[src/rtl/uart_pkg.sv]
// Shared UART receive types and constants.
// Frame is 8N1: sample 0 is the start bit, 1..8 data LSB first, 9 the stop bit.
package uart_pkg;

    typedef enum logic {
        IDLE    = 1'b0,
        RECEIVE = 1'b1
    } rx_state_t;

    localparam int BAUD_DIV_DEFAULT = 434;

    localparam logic [3:0] START_IDX = 4'd0;
    localparam logic [3:0] STOP_IDX  = 4'd9;

endpackage

[src/rtl/sync2.sv]
// Two-flop synchronizer for an asynchronous level; 2-cycle latency, no backpressure.
// Both flops reset to 1 so an idle-high line never looks like a start bit out of reset.
module sync2 (
    input  logic clk,
    input  logic rst,
    input  logic d,
    output logic q
);

    logic [1:0] sync_q;

    always_ff @(posedge clk) begin
        if (rst) begin
            sync_q <= 2'b11;
        end else begin
            sync_q <= {sync_q[0], d};
        end
    end

    assign q = sync_q[1];

endmodule

[src/rtl/uart_rx.sv]
// 8N1 UART receiver: mid-bit sampling off a baud down-counter; rdy about 2+9.5 bit times after the falling edge.
// No backpressure: a new frame overwrites rx_data; rdy is held until clr_rdy or the next start bit.
module uart_rx
    import uart_pkg::*;
#(
    parameter int BAUD_DIV = BAUD_DIV_DEFAULT
) (
    input  logic       clk,
    input  logic       rst,
    input  logic       RX,
    input  logic       clr_rdy,
    output logic [7:0] rx_data,
    output logic       rdy,
    output logic       frm_err
);

    localparam int CW = $clog2(BAUD_DIV);
    localparam logic [CW-1:0] HALF_BIT = CW'(BAUD_DIV / 2);
    localparam logic [CW-1:0] FULL_BIT = CW'(BAUD_DIV - 1);

    logic            rx_s;
    rx_state_t       state_q, state_d;
    logic [CW-1:0]   baud_q, baud_d;
    logic [3:0]      bit_q, bit_d;
    logic [7:0]      shift_q, shift_d;
    logic [7:0]      data_q, data_d;
    logic            rdy_q, rdy_d;
    logic            hold_q, hold_d;
    logic            frm_q, frm_d;
    logic            armed_q, armed_d;

    sync2 u_sync (
        .clk (clk),
        .rst (rst),
        .d   (RX),
        .q   (rx_s)
    );

    always_ff @(posedge clk) begin
        if (rst) begin
            state_q <= IDLE;
            baud_q  <= '0;
            bit_q   <= '0;
            shift_q <= '0;
            data_q  <= '0;
            rdy_q   <= 1'b0;
            hold_q  <= 1'b0;
            frm_q   <= 1'b0;
            armed_q <= 1'b0;
        end else begin
            state_q <= state_d;
            baud_q  <= baud_d;
            bit_q   <= bit_d;
            shift_q <= shift_d;
            data_q  <= data_d;
            rdy_q   <= rdy_d;
            hold_q  <= hold_d;
            frm_q   <= frm_d;
            armed_q <= armed_d;
        end
    end

    always_comb begin
        state_d = state_q;
        baud_d  = baud_q;
        bit_d   = bit_q;
        shift_d = shift_q;
        data_d  = data_q;
        rdy_d   = rdy_q;
        hold_d  = hold_q & ~clr_rdy;
        frm_d   = 1'b0;
        armed_d = armed_q;

        if (clr_rdy) begin
            rdy_d = 1'b0;
        end

        unique case (state_q)
            IDLE: begin
                // armed_q stays low after a framing error until the line is seen high again
                if (rx_s) begin
                    armed_d = 1'b1;
                end else if (armed_q) begin
                    state_d = RECEIVE;
                    baud_d  = HALF_BIT;
                    bit_d   = '0;
                    rdy_d   = 1'b0;
                    hold_d  = rdy_q & ~clr_rdy;
                end
            end
            RECEIVE: begin
                if (baud_q != '0) begin
                    baud_d = baud_q - CW'(1);
                end else begin
                    baud_d = FULL_BIT;
                    bit_d  = bit_q + 4'd1;
                    if (bit_q == START_IDX) begin
                        // High at the start-bit midpoint is a glitch: restore the pre-frame rdy
                        if (rx_s) begin
                            state_d = IDLE;
                            bit_d   = '0;
                            baud_d  = '0;
                            rdy_d   = hold_q & ~clr_rdy;
                        end
                    end else if (bit_q == STOP_IDX) begin
                        state_d = IDLE;
                        bit_d   = '0;
                        baud_d  = '0;
                        if (rx_s) begin
                            data_d = shift_q;
                            rdy_d  = 1'b1;
                        end else begin
                            frm_d   = 1'b1;
                            armed_d = 1'b0;
                        end
                    end else begin
                        shift_d = {rx_s, shift_q[7:1]};
                    end
                end
            end
            default: begin
                state_d = IDLE;
            end
        endcase
    end

    assign rx_data = data_q;
    assign rdy     = rdy_q;
    assign frm_err = frm_q;

endmodule
[config.mk]
export PLATFORM = sky130hd
export DESIGN_NAME = uart_rx
export DESIGN_NICKNAME = d
export VERILOG_FILES = /design/src/rtl/uart_pkg.sv /design/src/rtl/sync2.sv /design/src/rtl/uart_rx.sv
export SDC_FILE = /design/constraint.sdc
export NUM_CORES = 1
export LEC_CHECK = 0
export CORE_ASPECT_RATIO = 0.8
export CORE_MARGIN = 2
export CORE_UTILIZATION = 45
export CTS_BUF_LIST = sky130_fd_sc_hd__clkbuf_8
export CTS_CLUSTER_SIZE = 8
export DETAILED_ROUTE_END_ITERATION = 10
export PLACE_DENSITY = 0.66
export SLEW_MARGIN = 25
export SYNTH_ARGS = -nofsm -noshare
export SYNTH_HDL_FRONTEND = slang
export SYNTH_SLANG_ARGS = --single-unit
[constraint.sdc]
create_clock -name clk -period 2.1 [get_ports clk]
set_input_delay 0.315 -clock clk [delete_from_list [all_inputs] [get_ports clk]]
set_output_delay 0.315 -clock clk [all_outputs]
set_load 0.03 [all_outputs]
Yosys cells after proc, flatten, opt, wreduce, memory -nomap -nowiden --
Cells that the tools add are included.
Word-level totals: output and inout port bits 10, register bits 36, bits of input ports 4, word-level logic and storage cells 74
Cells by class: bitwise logic cells 7, equality and inequality tests 8, $add $sub $neg 2, reduce and logical (&&, ||, !) cells 8, mux-type cells 39
Operator list (number):
- 9-bit 2-to-1 mux | 6
- 4-bit 2-to-1 mux | 6
- 1-bit 2-to-1 mux | 22
- 9-bit case mux with 2 select lines | 1
- 2-bit != test (second input constant) | 5
- 5-bit AND reduction | 2
- 9-bit nonzero test | 1
- 9-bit by 1-bit subtractor with 9-bit output (second input constant) | 1
- 4-bit case mux with 2 select lines | 1
- 1-bit case mux with 2 select lines | 3
- 1-bit NOT | 5
- 5-bit OR reduction | 1
- 4-bit by 1-bit adder with 4-bit output (second input constant) | 1
- 4-bit == test (second input constant) | 1
- 4-bit zero test | 1
- 2-bit by 1-bit != test with 1-bit output (second input constant) | 2
- 4-bit AND reduction | 1
- 3-bit AND reduction | 1
- 1-bit AND | 2
- 2-bit AND reduction | 1

Longest topological paths before layout --
depth after elaboration 6, depth in mapped cells 7, mapped depth without buffers 6

Modules after synthesis --
A second synthesis with hierarchy kept.
Unflattened totals: cells, all modules 191, area, all modules 1727.9 sq um
By module, submodules not included:
- uart_rx | area each 1675.4 sq um, instances 1, cells an instance 187, seq. area each 680.7 sq um
- sync2 | area each 52.6 sq um, instances 1, cells an instance 4, seq. area each 40.0 sq um

Least setup slack after synthesis --
No wires, ideal clock.
path kind flip-flop to flip-flop, start point reg baud_q[0], end point reg shift_q[0], data required time 1.972 ns, buffers on the path 1, cell stages (with the launch flop) 8, path slack 0.015 ns, data arrival time 1.957 ns, library setup time 0.128 ns, clock period less this slack 2.085 ns, cells stage by stage dfxtp_1 -> inv_1 -> ha_1 -> or4b_1 -> buf_2 -> a2111oi_4 -> mux2i_1 -> nor2_1
On the way: cells in the longest elaborated chain, start to end 3
RTL lines:
- from (decl) | RTL line uart_rx.sv:23 | logic [CW-1:0] baud_q, baud_d;
- from (signal assigned) | RTL line uart_rx.sv:52 | baud_q <= baud_d;
- 9-bit nonzero test | RTL line uart_rx.sv:92 | if (baud_q != '0) begin
- 1-bit NOT (no line)
- 4-bit AND reduction (no line)
- to (signal assigned) | RTL line uart_rx.sv:54 | shift_q <= shift_d;
- to (decl) | RTL line uart_rx.sv:25 | logic [7:0] shift_q, shift_d;
No other way between the ends. A chain may end at the register's enable or synchronous reset.

Worst setup path after layout --
start point reg bit_q[0], end point reg shift_q[6]
On the way: cells in the longest elaborated chain, start to end 3, elaborated cells between the ends (all ways) 5, classes of those cells eq/ne (1); bitwise (2); reduce/logical (2)
RTL lines:
- from (decl) | RTL line uart_rx.sv:24 | logic [3:0] bit_q, bit_d;
- from (signal assigned) | RTL line uart_rx.sv:53 | bit_q <= bit_d;
- 4-bit == test or 4-bit zero test (tied branches) | RTL line uart_rx.sv:105, uart_rx.sv:97
- 1-bit NOT (no line)
- 4-bit AND reduction (no line) (*)
Every way passes the cells marked *; elsewhere a longest branch is shown, timed or not.

==> results.sh <==
export IMPL_final_antenna_net_count=0
export IMPL_synth_main_ff_cell="dfxtp_1"
export IMPL_hold_violations=0
export IMPL_clockBufferDepth=2
export IMPL_crit_path_start_kind="flip-flop"
export IMPL_synth_fp_nets=196
export IMPL_wirelength_um=3739
export IMPL_antenna_cells=0
export IMPL_period_minus_slack_ns=1.958
export IMPL_async_flop_share_pct=0
export IMPL_num_vias=1465
export IMPL_min_path_type="flip-flop to flip-flop"
export IMPL_die_h_um=59
export IMPL_p_int_mw=1.103
export IMPL_tightestPinTransition_ns=0.5493
export IMPL_synthDistinctLibCells=42
export IMPL_ys_ff_latch=36
export IMPL_finalMaxSlewViolations=0
export IMPL_worstSetupPathType="flip-flop to flip-flop"
export IMPL_cts_sinks=36
export IMPL_grt_max_degree=21
export IMPL_p_leak_nw=0.7917
export IMPL_area_growth_pct=21.91
export IMPL_synthesis_area_sq_um=1702
export IMPL_core_area_sq_um=3518
export IMPL_clock_root_buffer="clkbuf_8"
export IMPL_arrival_ns=2.14
export IMPL_grt_setup_unrepaired="no"
export IMPL_switching_share_pct=23.80
export IMPL_critPathSlowestCell="a2111oi_4"
export IMPL_ir_drop_mv=0.4815
export IMPL_wl_per_cell_um=14.61
export IMPL_grtUsageMet1_pct=27.64
export IMPL_start_util_pct=48.36
export IMPL_cp_top_family="multiplexers"
export IMPL_finalCritPeriodShare_pct=93.26
export IMPL_dp_hpwl_um=2754
export IMPL_die_area_sq_um=4292
export IMPL_fin_setup_tns_ns=0
export IMPL_yosysMostFrequentCell="dfxtp_1"
export IMPL_setup_viol=0
export IMPL_row_count=19
export IMPL_r2r_slack_ns=0.14
export IMPL_pwr_share_comb_pct=9.6
export IMPL_nets=222
export IMPL_syn_inst=187
export IMPL_first_iter_violations=86
export IMPL_pin_count=14
export IMPL_met2_usage_pct=28.05
export IMPL_syn_avg_cell_area_sq_um=9.100
export IMPL_max_cap_violations=0
export IMPL_htree_levels=2
export IMPL_die_w_um=72.75
export IMPL_p_per_area_nw_per_um2=698.0
export IMPL_worst_setup_path_end_kind="flip-flop"
export IMPL_yosysSeqAreaShare_pct=42.35
export IMPL_firstDrtPassIters=4
export IMPL_crit_fanout=8
export IMPL_use_met3_pct=5.782
export IMPL_cp_cell_sequence="inv_1 > ha_1 > mux2_2 > a2111oi_4 > buf_12 > mux2i_1 > nor2_1"
export IMPL_cts_hold_fix_buffers=0
export IMPL_maxSlewHeadroom_pct=63.30
export IMPL_io_buffer_count=13
export IMPL_grt_use_total_pct=19.46
export IMPL_p_switching_uw=344.7
export IMPL_drive_gt1_share_pct=14.49
export IMPL_seqPwrFrac_pct=48.9
export IMPL_fin_worst_skew_ns=0.002423
export IMPL_final_core_util_pct=58.96
export IMPL_antenna_found_initial=0
export IMPL_cts_tree="done"
export IMPL_grt_pass1_wl_um=6354
export IMPL_status="complete, no violations"
export IMPL_gp_congestion=0.9074
export IMPL_pwr_share_clk_pct=41.6
export IMPL_clock_fmax_ghz=0.5106
export IMPL_clk_pin_slew_ns=0.07
export IMPL_fillers=311
export IMPL_crit_required_ns=2.28
export IMPL_grt_overflow=0
export IMPL_gr_max_usage_layer="met2"
export IMPL_grt_pass1_vias=1353
export IMPL_viasPerCell=5.723
export IMPL_crit_buf_inv=2
export IMPL_clk_latency_ns=0.29
export IMPL_synth_top_area_cell="dfxtp_1"
export IMPL_cts_made_buffers=5
export IMPL_synth_area_leaders="dfxtp_1, mux2i_1, nor2_1"
export IMPL_synth_warnings=0
export IMPL_drc=0
export IMPL_synth_enable_flop_cells=0
export IMPL_synthTopCellsByCount="dfxtp_1, nor2_1, mux2i_1"
export IMPL_cpPeakStageDelay_ns=0.42
export IMPL_yosys_area_top_type_share_pct=42.35
==> cells by family after synthesis <==
logic type | synth area share, %
and+or+nand+nor | 24.71
AOI/OAI and AO/OA | 15.44
DFF | 42.35
muxes | 10.66
buffers and inverters | 3.162
adders and majority gates | 3.676
==> worst paths after layout <==
kind,startpoint,endpoint,depth (start not counted)
hold reg to reg,u_sync.sync_q[0],u_sync.sync_q[1],1
setup / recovery,bit_q[0],shift_q[6],7
hold / removal,u_sync.sync_q[0],u_sync.sync_q[1],1
setup reg to reg,bit_q[0],shift_q[6],7
==> cells in the final DEF, fill, tap and decap left out, types with 4 or more instances in the layout <==
cell type and n:
clkdlybuf4s50_1 13, o21ai_0 6, mux2i_1 17, a21oi_1 15, or2_2 5, buf_4 11, clkbuf_8 5, inv_1 8
ha_1 5, nand3_1 9, dfxtp_1 36, nand2b_1 4, nor2_1 25, nor3_1 5
==> sequential cells by signal (all words and copies together) (netlist names) <==
name and cells:
state_q 1, armed_q 1, frm_err 1, rx_data 8
shift_q 8, baud_q 9, u_sync.sync_q 2, rdy 1
hold_q 1, bit_q 4
==> routing by layer <==
| layer | vias to the layer above | routed length [um] |
|---|---|---|
| met4 | 0 | 42 |
| li1 | 732 | - |
| met2 | 27 | 1597 |
| met3 | 4 | 160 |
| met1 | 702 | 1939 |
| met5 | - | 0 |
==> power groups by stage <==
stage	clock [mW]	sequential, mW	combinational (mW)
after detailed placement	0	0.723	0.136
after floorplan	0	0.720	0.0912
after global routing	0.650	0.709	0.154
final	0.602	0.708	0.138
after CTS	0.619	0.707	0.136
after global placement	0	0.722	0.133
==> worst reg2reg max path, stage by stage (launching register included) <==
cell	delay, ns
dfxtp_1	0.41
inv_1	0.08
ha_1	0.21
mux2_2	0.29
a2111oi_4	0.43
buf_12	0.19
mux2i_1	0.19
nor2_1	0.05
==> per-stage QoR <==
| step | cells | hold WS (ns) | setup WS, ns | power (mW) | instance area (sq um) |
|---|---|---|---|---|---|
| 6_report | 256 | 0.4101 | 0.1416 | 1.448 | 2074 |
| 3_5_place_dp | 248 | 0.3958 | 0.1351 | 0.8586 | 1963 |
| 5_1_grt | 256 | 0.4240 | 0.004595 | 1.513 | 2074 |
| 2_1_floorplan | 187 | 0.3895 | 0.01540 | 0.8110 | 1702 |
| 4_1_cts | 256 | 0.4102 | 0.1255 | 1.462 | 2074 |
| 3_3_place_gp | 248 | 0.3954 | 0.1744 | 0.8549 | 1963 |
==> cell type report <==
class | count | area, sq um | area share [%]
Clock buffer | 5 | 68.82 | 3.317
Clock inverter | 3 | 42.54 | 2.051
Inverter | 8 | 30.03 | 1.448
Multi-Input combinational cell | 137 | 927.1 | 44.69
Sequential cell | 36 | 720.7 | 34.74
Tap cell | 42 | 52.55 | 2.533
Timing Repair Buffer | 25 | 232.7 | 11.22
==> timing repair <==
action / 4_1_cts / 5_1_grt
resized for setup: 0 / 1
setup buffers: 0 / 0
endpoints found under the setup margin: 0 / 3
Note: power is estimated with default switching activity, not from simulation.
